**src/rtl/beep_scheduler_if.sv**
```systemverilog
// rtl/beep_scheduler_if.sv - request/tone bundle between menu logic, beep_scheduler and buzzer PWM
//
// Purpose: groups the beep_scheduler request inputs and tone/status outputs.
// Signals:
//   req         [2:0]  request pulses (bit2 alarm, bit1 OK confirm, bit0 key click)
//   sel         [1:0]  menu selection, picks the confirm pattern
//   busy               high from LOAD through the last note slot
//   grant       [2:0]  one-hot requester currently playing, 000 when idle
//   tone_en            high during the sounding part of a note
//   tone_period [16:0] tone period in clocks, 0 when tone_en=0
//   done               one-cycle pulse when a pattern completes
// Modports: master = requester/observer side, slave = beep_scheduler side.

interface beep_scheduler_if;
  logic [2:0]  req;
  logic [1:0]  sel;
  logic        busy;
  logic [2:0]  grant;
  logic        tone_en;
  logic [16:0] tone_period;
  logic        done;

  modport master (
    output req, sel,
    input  busy, grant, tone_en, tone_period, done
  );

  modport slave (
    input  req, sel,
    output busy, grant, tone_en, tone_period, done
  );
endinterface

```
**src/rtl/beep_scheduler.sv**
```systemverilog
// rtl/beep_scheduler.sv - buzzer arbiter and note-pattern sequencer
//
// Purpose: arbitrates the buzzer between alarm, OK confirm and key click,
// then plays the granted source's note pattern as tone period/enable with a
// 25% mute gap at the end of every note slot.
// Ports:
//   i_clk   system clock
//   i_rst   asynchronous active-high reset
//   io_bus  beep_scheduler_if.slave (req/sel in; busy/grant/tone_en/tone_period/done out)
// Parameters:
//   CLK_PRE     clock frequency in Hz, note periods are CLK_PRE/freq
//   NOTE_TICKS  clock cycles per note slot
// Configuration macro:
//   BEEP_PREEMPT_EN  when defined, an alarm request aborts a playing click or
//                    confirm pattern (no done pulse, aborted request dropped).

module beep_scheduler #(
  parameter int CLK_PRE    = 50_000_000,
  parameter int NOTE_TICKS = 5_000_000
) (
  input  logic            i_clk,
  input  logic            i_rst,
  beep_scheduler_if.slave io_bus
);

  localparam int CW = (NOTE_TICKS > 2) ? $clog2(NOTE_TICKS) : 1;
  localparam logic [CW-1:0] CNT_LAST = CW'(NOTE_TICKS - 1);
  // First muted slot count: tone sounds for the first 75% of the slot.
  localparam logic [CW-1:0] CNT_MUTE = CW'((NOTE_TICKS >> 1) + (NOTE_TICKS >> 2));

  localparam logic [16:0] P_MI = 17'(CLK_PRE / 659);
  localparam logic [16:0] P_FA = 17'(CLK_PRE / 698);
  localparam logic [16:0] P_SO = 17'(CLK_PRE / 784);
  localparam logic [16:0] P_LA = 17'(CLK_PRE / 880);
  localparam logic [16:0] P_SI = 17'(CLK_PRE / 988);

  // MI is the lowest note, so it has the longest period.
  if ((CLK_PRE / 659) >= (1 << 17)) begin : g_width_chk
    $error("beep_scheduler: CLK_PRE/659 does not fit in 17 bits");
  end

  typedef enum logic [1:0] {S_IDLE, S_LOAD, S_NOTE} state_t;
  typedef enum logic [2:0] {PAT_CLICK, PAT_ALARM, PAT_CONF_LS, PAT_CONF_SL, PAT_CONF_SO} pat_t;

  function automatic logic [16:0] note_period(input pat_t p, input logic [1:0] idx);
    case (p)
      PAT_CLICK:   note_period = P_FA;
      PAT_ALARM:   note_period = idx[0] ? P_MI : P_SO;
      PAT_CONF_LS: note_period = idx[0] ? P_SI : P_LA;
      PAT_CONF_SL: note_period = idx[0] ? P_LA : P_SI;
      default:     note_period = P_SO;
    endcase
  endfunction

  function automatic logic [1:0] last_idx(input pat_t p);
    case (p)
      PAT_ALARM:   last_idx = 2'd3;
      PAT_CONF_LS: last_idx = 2'd1;
      PAT_CONF_SL: last_idx = 2'd1;
      default:     last_idx = 2'd0;
    endcase
  endfunction

  state_t        r_state;
  pat_t          r_pat;
  logic [2:0]    r_pend;
  logic [2:0]    r_grant;
  logic [1:0]    r_idx;
  logic [CW-1:0] r_cnt;
  logic          r_busy;
  logic          r_tone_en;
  logic [16:0]   r_tone_period;
  logic          r_done;

  pat_t          w_pat_load;
  logic [2:0]    w_grant_pick;
  logic [2:0]    w_pend_clr;
  logic [CW-1:0] w_cnt_nxt;
  logic          w_preempt;

  // sel only matters when the confirm source is being loaded.
  always_comb begin
    w_pat_load = PAT_CLICK;
    if (r_grant[2])
      w_pat_load = PAT_ALARM;
    else if (r_grant[1])
      w_pat_load = (io_bus.sel == 2'b00) ? PAT_CONF_LS :
                   (io_bus.sel == 2'b01) ? PAT_CONF_SL : PAT_CONF_SO;
  end

  assign w_grant_pick = r_pend[2] ? 3'b100 :
                        r_pend[1] ? 3'b010 :
                        r_pend[0] ? 3'b001 : 3'b000;

  // The granted source's pending bit drops in its LOAD cycle; a new pulse in
  // that same cycle re-arms it because the OR with req comes last.
  assign w_pend_clr = (r_state == S_LOAD) ? r_grant : 3'b000;
  assign w_cnt_nxt  = r_cnt + CW'(1);

`ifdef BEEP_PREEMPT_EN
  assign w_preempt = (r_state != S_IDLE) && !r_grant[2] && io_bus.req[2];
`else
  assign w_preempt = 1'b0;
`endif

  always_ff @(posedge i_clk or posedge i_rst) begin
    if (i_rst) begin
      r_state       <= S_IDLE;
      r_pat         <= PAT_CLICK;
      r_pend        <= 3'b000;
      r_grant       <= 3'b000;
      r_idx         <= 2'd0;
      r_cnt         <= '0;
      r_busy        <= 1'b0;
      r_tone_en     <= 1'b0;
      r_tone_period <= 17'd0;
      r_done        <= 1'b0;
    end else begin
      r_pend <= (r_pend & ~w_pend_clr) | io_bus.req;
      r_done <= 1'b0;
      if (w_preempt) begin
        // Abort silently and reload as alarm; the aborted source is not re-queued.
        r_state       <= S_LOAD;
        r_grant       <= 3'b100;
        r_busy        <= 1'b1;
        r_tone_en     <= 1'b0;
        r_tone_period <= 17'd0;
      end else begin
        case (r_state)
          S_IDLE: begin
            if (|r_pend) begin
              r_state <= S_LOAD;
              r_grant <= w_grant_pick;
              r_busy  <= 1'b1;
            end
          end
          S_LOAD: begin
            r_state       <= S_NOTE;
            r_pat         <= w_pat_load;
            r_idx         <= 2'd0;
            r_cnt         <= '0;
            r_tone_en     <= 1'b1;
            r_tone_period <= note_period(w_pat_load, 2'd0);
          end
          S_NOTE: begin
            if (r_cnt == CNT_LAST) begin
              if (r_idx != last_idx(r_pat)) begin
                r_idx         <= r_idx + 2'd1;
                r_cnt         <= '0;
                r_tone_en     <= 1'b1;
                r_tone_period <= note_period(r_pat, r_idx + 2'd1);
              end else begin
                r_state       <= S_IDLE;
                r_done        <= 1'b1;
                r_grant       <= 3'b000;
                r_busy        <= 1'b0;
                r_tone_en     <= 1'b0;
                r_tone_period <= 17'd0;
              end
            end else begin
              r_cnt <= w_cnt_nxt;
              if (w_cnt_nxt >= CNT_MUTE) begin
                r_tone_en     <= 1'b0;
                r_tone_period <= 17'd0;
              end
            end
          end
          default: r_state <= S_IDLE;
        endcase
      end
    end
  end

  assign io_bus.busy        = r_busy;
  assign io_bus.grant       = r_grant;
  assign io_bus.tone_en     = r_tone_en;
  assign io_bus.tone_period = r_tone_period;
  assign io_bus.done        = r_done;

endmodule

```
**src/flat_wrapper.sv**
```systemverilog
// flat-port wrapper written by rule: the top's interface ports become plain ports
module beep_scheduler_flat 
#(
  parameter int CLK_PRE    = 50_000_000,
  parameter int NOTE_TICKS = 5_000_000
)
  (i_clk, i_rst, io_bus_req, io_bus_sel, io_bus_busy, io_bus_grant, io_bus_tone_en, io_bus_tone_period, io_bus_done);
  beep_scheduler_if io_bus_i ();
  input  logic i_clk;
  input  logic i_rst;
  input wire logic [$bits(io_bus_i.req)-1:0] io_bus_req;
  input wire logic [$bits(io_bus_i.sel)-1:0] io_bus_sel;
  output wire logic [$bits(io_bus_i.busy)-1:0] io_bus_busy;
  output wire logic [$bits(io_bus_i.grant)-1:0] io_bus_grant;
  output wire logic [$bits(io_bus_i.tone_en)-1:0] io_bus_tone_en;
  output wire logic [$bits(io_bus_i.tone_period)-1:0] io_bus_tone_period;
  output wire logic [$bits(io_bus_i.done)-1:0] io_bus_done;
  assign io_bus_i.req = io_bus_req;
  assign io_bus_i.sel = io_bus_sel;
  assign io_bus_busy = io_bus_i.busy;
  assign io_bus_grant = io_bus_i.grant;
  assign io_bus_tone_en = io_bus_i.tone_en;
  assign io_bus_tone_period = io_bus_i.tone_period;
  assign io_bus_done = io_bus_i.done;
  beep_scheduler #(.CLK_PRE(CLK_PRE), .NOTE_TICKS(NOTE_TICKS)) u_core (.i_clk(i_clk), .i_rst(i_rst), .io_bus(io_bus_i));
endmodule
```
**config.mk**
```make
export PLATFORM = sky130hd
export DESIGN_NAME = beep_scheduler_flat
export DESIGN_NICKNAME = d
export VERILOG_FILES = /design/src/rtl/beep_scheduler_if.sv /design/src/rtl/beep_scheduler.sv /design/src/flat_wrapper.sv
export SDC_FILE = /design/constraint.sdc
export NUM_CORES = 1
export LEC_CHECK = 0
export ABC_AREA = 1
export CAP_MARGIN = 20
export CORE_MARGIN = 1.5
export CORE_UTILIZATION = 53
export DETAILED_ROUTE_END_ITERATION = 8
export GPL_ROUTABILITY_DRIVEN = 0
export GPL_TIMING_DRIVEN = 1
export PLACE_DENSITY = 0.8
export REMOVE_ABC_BUFFERS = 1
export SLEW_MARGIN = 20
export SYNTH_ARGS = -nofsm -noshare
export SYNTH_HDL_FRONTEND = slang
export SYNTH_SLANG_ARGS = --single-unit
```
**constraint.sdc**
```tcl
create_clock -name i_clk -period 2.1 [get_ports i_clk]
set_input_delay 0.42 -clock i_clk [delete_from_list [all_inputs] [get_ports i_clk]]
set_output_delay 0.42 -clock i_clk [all_outputs]
set_load 0.005 [all_outputs]
```
[After elaboration in Yosys (flattened, before gate mapping)]
Cells that the tools add are included.
Word-level totals
  bits of input ports: 7
  output and inout port bits: 23
  register bits after elaboration: 56
Cells by class
  muxes and demuxes: 45
  $add $sub $neg: 2
  equality and inequality tests: 16
  bitwise gates (word level): 3
  $lt $le $gt $ge: 1
  reduce and logical (&&, ||, !) cells: 13
Operator list (count)
  $mux 17: 4
  $pmux 17 s4: 1
  $pmux 17 s3: 1
  $mux 23: 2
  $pmux 23 s2: 1
  $pmux 17 s2: 1
  $mux 3: 10
  $mux 13: 2
  $add 23x1->23 const B: 1
  $eq 23x23->1 const B: 1
  $ge 23x22->1 const B: 1
  $mux 2: 7
  $eq 3x2->1 const B: 4
  $mux 1: 10
  $pmux 2 s2: 2
  $logic_not 3->1: 2
  $ne 2x1->1 const B: 3
  $pmux 2 s3: 1
  $pmux 3 s2: 1
  $reduce_and 3->1: 2
  $eq 2x1->1 const B: 2
  $logic_not 2->1: 2
  $pmux 1 s2: 2
  $reduce_and 2->1: 2
  14 further kinds: 15

[Logic depth before layout (Yosys ltp)]
  depth in word-level cells: 9
  depth in mapped cells: 17
  gate-level depth less buffers: 16

[Worst setup path after synthesis]
OpenSTA, ideal clock, no wires.
  path kind: register to register
  from: register u_core.r_cnt[0]
  to: register u_core.r_tone_period[15], in the netlist u_core.io_bus.tone_period[15]
  setup slack: 0.020 ns
  setup time: 0.121 ns
  data required time: 1.979 ns
  data arrival time: 1.958 ns
  stages on the path, launching flop included: 18
  path buffers: 1
  path through: dfrtp_1 > ha_1 > nand2_1 > nor2_4 > nand2_4 > nor2_4 > nand2_2 > nand2_1 > nand2_1 > nor2_1 > nand2_1 > nor2_2 > nand2_2 > nand2_4 > nand2_4 > buf_12 > nand2_4 > nand2_1
On the way
  longest elaborated chain between the ends: 4
RTL lines
  start: declaration: line beep_scheduler.sv:69  | logic [CW-1:0] r_cnt;
  start signal: assignment: line beep_scheduler.sv:161  | r_cnt <= w_cnt_nxt;
  $add 23x1->23: line beep_scheduler.sv:98  | assign w_cnt_nxt = r_cnt + CW'(1);
  $ge 23x22->1: line beep_scheduler.sv:162  | if (w_cnt_nxt >= CNT_MUTE) begin
  $ne 3x1->1 (no source line)
  $reduce_and 2->1 (no source line)
  end signal: assignment: line beep_scheduler.sv:143  | r_tone_period <= note_period(w_pat_load, 2'd0);
  end signal: assignment: line beep_scheduler.sv:151  | r_tone_period <= note_period(r_pat, r_idx + 2'd1);
  end: declaration: line beep_scheduler.sv:72  | logic [16:0] r_tone_period;
Several ways; a longest one is shown, not always the timed one.
A chain may end at the register's enable or synchronous reset.

[Final worst setup path]
  from: register u_core.r_cnt[4]
  to: register u_core.r_tone_period[8], in the netlist u_core.io_bus.tone_period[8]
The elaborated chain is that of the path after synthesis.

==> impl_metrics.toml <==
[pwr]
total_power_w = 0.00496
p_leak_nw = 1.88
ir_drop_uv = 937
powerDensity_mw_per_mm2 = 1170

[synth]
synthCells = 478
synth_common_cells = "nand2_1, inv_1, dfrtp_1"
synth_seq_area_share = 0.374
ys_ff_latch = 51
synth.most_common_cell = "nand2_1"
synth_area_leaders = "dfrtp_1, nand2_1, inv_1"
syn_avg_cell_area_um2 = 7.13
synth_top_area_frac = 0.374
synth_top_area_cell = "dfrtp_1"
synth-edff-count = 0
ys_async_sr_fraction = 1.00
synth_warnings = 0
synth_top_flop_cell = "dfrtp_1"
yosysUniqueCellTypes = 32
syn-cell-area_mm2 = 0.00341

[die]
start_util = 0.543
core-area_mm2 = 0.00628
ios = 30
die_x_um = 83.2
rows = 29
die_y_um = 83.2
dieArea_mm2 = 0.00692

[route]
ant_nets = 0
drt_iter0_drc = 482
routedWlPerCell_um = 14.6
vias_per_cell = 5.66
firstDrtPassIters = 5
vias = 3482
route.detailed.drc = 0
routed_wl_mm = 8.97

[timing]
layout_min_cycle_time_ps = 2130
fmax_ghz = 0.468
fin_ws_ps = -34.9
relSlewSlack = 0.650
slew_violations = 0
finalCritPeriodShare = 1.02
worst_slew_pin_slew_ps = 524
setup_violations = 10
rsz0062_at_grt = "yes"
whs_ps = 424
fin_worst_skew_ps = 8.50
report.final.hold_viol_count = 0

[global_route]
grt_use_total = 0.264
overflow = 0
grt_pass1_wl_mm = 15.0
grt_max_degree = 21
antenna_found_initial = 0
grt_pass1_vias = 3299

[clocking]
path_clk_slew_ps = 100
clock_latency_ps = 310
cts_tree = "built"
clk_path_buf_depth = 2
root_buffer = "clkbuf_8"
numCtsBuffers = 5
htree_levels = 2
cts.sinks = 51

[placement]
dp_hpwl_mm = 6.52
portBuffers = 29
dpl-instance-area_mm2 = 0.00393

[setup_path]
r2r-start = "u_core.r_cnt[4]"
r2r_slack_ps = -30
cp.arrival_ps = 2340
timing.rr.end = "u_core.io_bus.tone_period[8]"
ff2ff_path_depth = 13
cp-start-kind = "register"
crit_path_end_kind = "register"
crit_type = "register to register"
path_max_fanout = 6
crit_required_ps = 2310

[outcome]
status = "finished, violations left"
failed_checks = "negative setup slack"

[hold_path]
hold_class = "primary input to asynchronous set/reset pin"

[run]
maxCapViolCount = 0

[layout]
drive_gt1_frac = 0.217
design_area_mm2 = 0.00424
synthToLayoutAreaGrowth_pct = 24.3
antenna_cells = 0
layout.nets = 549
==> how the worst max path moves through the flow <==
stage / startpoint / end / slack [ps] / cells past startpoint
after CTS: u_core.r_cnt[1] / u_core.io_bus.tone_period[6] / -20 / 16
after detailed placement: u_core.r_cnt[0] / u_core.io_bus.tone_period[6] / -110 / 15
after global routing: u_core.r_cnt[1] / u_core.io_bus.tone_period[6] / -160 / 14
after floorplan: u_core.r_cnt[0] / u_core.io_bus.tone_en / 9 / 16
after global placement: u_core.r_cnt[0] / u_core.io_bus.tone_period[6] / 20 / 15
final: u_core.r_cnt[4] / u_core.io_bus.tone_period[8] / -30 / 13
==> flip-flops by register name, indices dropped and copies added (netlist names), 2 cells and up <==
| name | flops |
|---|---|
| u_core.r_cnt | 23 |
| u_core.io_bus.tone_period | 12 |
| u_core.io_bus.grant | 3 |
| u_core.r_pat | 3 |
| u_core.r_pend | 3 |
| u_core.r_idx | 2 |
| u_core.r_state | 2 |
==> final cells by class <==
cell class / instances / area (um2)
Timing Repair Buffer: 63 / 578
Sequential cell: 51 / 1280
Inverter: 55 / 206
Multi-Input combinational cell: 361 / 1950
Tap cell: 77 / 96.3
Clock buffer: 6 / 82.6
Fill cell: 505 / 2040
Clock inverter: 2 / 38.8
==> critical path, stage by stage (launching register included) <==
cell and delay, ps:
dfrtp_1 440, nand2_2 140, nor2_2 190, nand2_2 130
nor3_1 260, nor2_2 70, nor2_1 140, nor2_2 70
nor2_2 140, nor2_4 50, nand2_4 120, nand2_4 150
nand2_4 80, nand2_1 40
==> routing by layer <==
layer / global-route usage / up-vias / wire length (um)
met5: 0 / - / 0
li1: - / 1667 / -
met3: 0.0368 / 23 / 624
met1: 0.358 / 1610 / 3760
met2: 0.434 / 182 / 4380
met4: 0.0970 / 0 / 206
==> cells by family (layout without fill, tap and decap cells) <==
| logic type | count (synthesis) | after routing | synth area share |
|---|---|---|---|
| simple gates | 293 | 294 | 0.415 |
| buf+inv | 67 | 126 | 0.0844 |
| compound gates | 58 | 58 | 0.0972 |
| flops | 51 | 51 | 0.374 |
| fa+ha+maj | 5 | 5 | 0.0183 |
| xor+xnor | 4 | 4 | 0.0103 |
==> cells in the final DEF (no fill, tap or decap), types with 5 or more instances in the layout <==
cell type / n
a21oi_1: 6
nor2_2: 15
clkdlybuf4s50_1: 29
dfrtp_1: 47
nor2_1: 43
nand2_2: 20
nand3_1: 38
o21ai_0: 19
clkbuf_8: 6
o21ai_1: 7
buf_4: 30
nand2_1: 129
nor3_1: 5
nand2_4: 14
o22ai_1: 13
inv_1: 51
nor2_4: 8
nand4_1: 12
==> report_power, final <==
group	switching (W)	internal, W
Combinational	0.00163	0.00115
Clock	0.000346	0.000392
Sequential	0.000222	0.00123
==> what timing repair did <==
action | 4_1_cts | 5_1_grt
resized for setup | 6 | 35
gates cloned | 0 | 1
pin swaps | 7 | 13
setup buffers | 5 | 4
hold buffers | 0 | 0
setup endpoints to repair | 13 | 31
hold endpoints to repair | 0 | 0
==> stage by stage <==
step | setup TNS, ps | setup WS, ps | utilization | instances
2_1_floorplan | 0 | 8.99 | - | 466
3_3_place_gp | 0 | 15.6 | 0.626 | 597
3_5_place_dp | -926 | -105 | 0.626 | 597
4_1_cts | -50.3 | -19.8 | 0.655 | 610
5_1_grt | -2310 | -159 | 0.675 | 615
6_report | -237 | -34.9 | 0.675 | 615
Note: power is estimated with default switching activity, not from simulation.
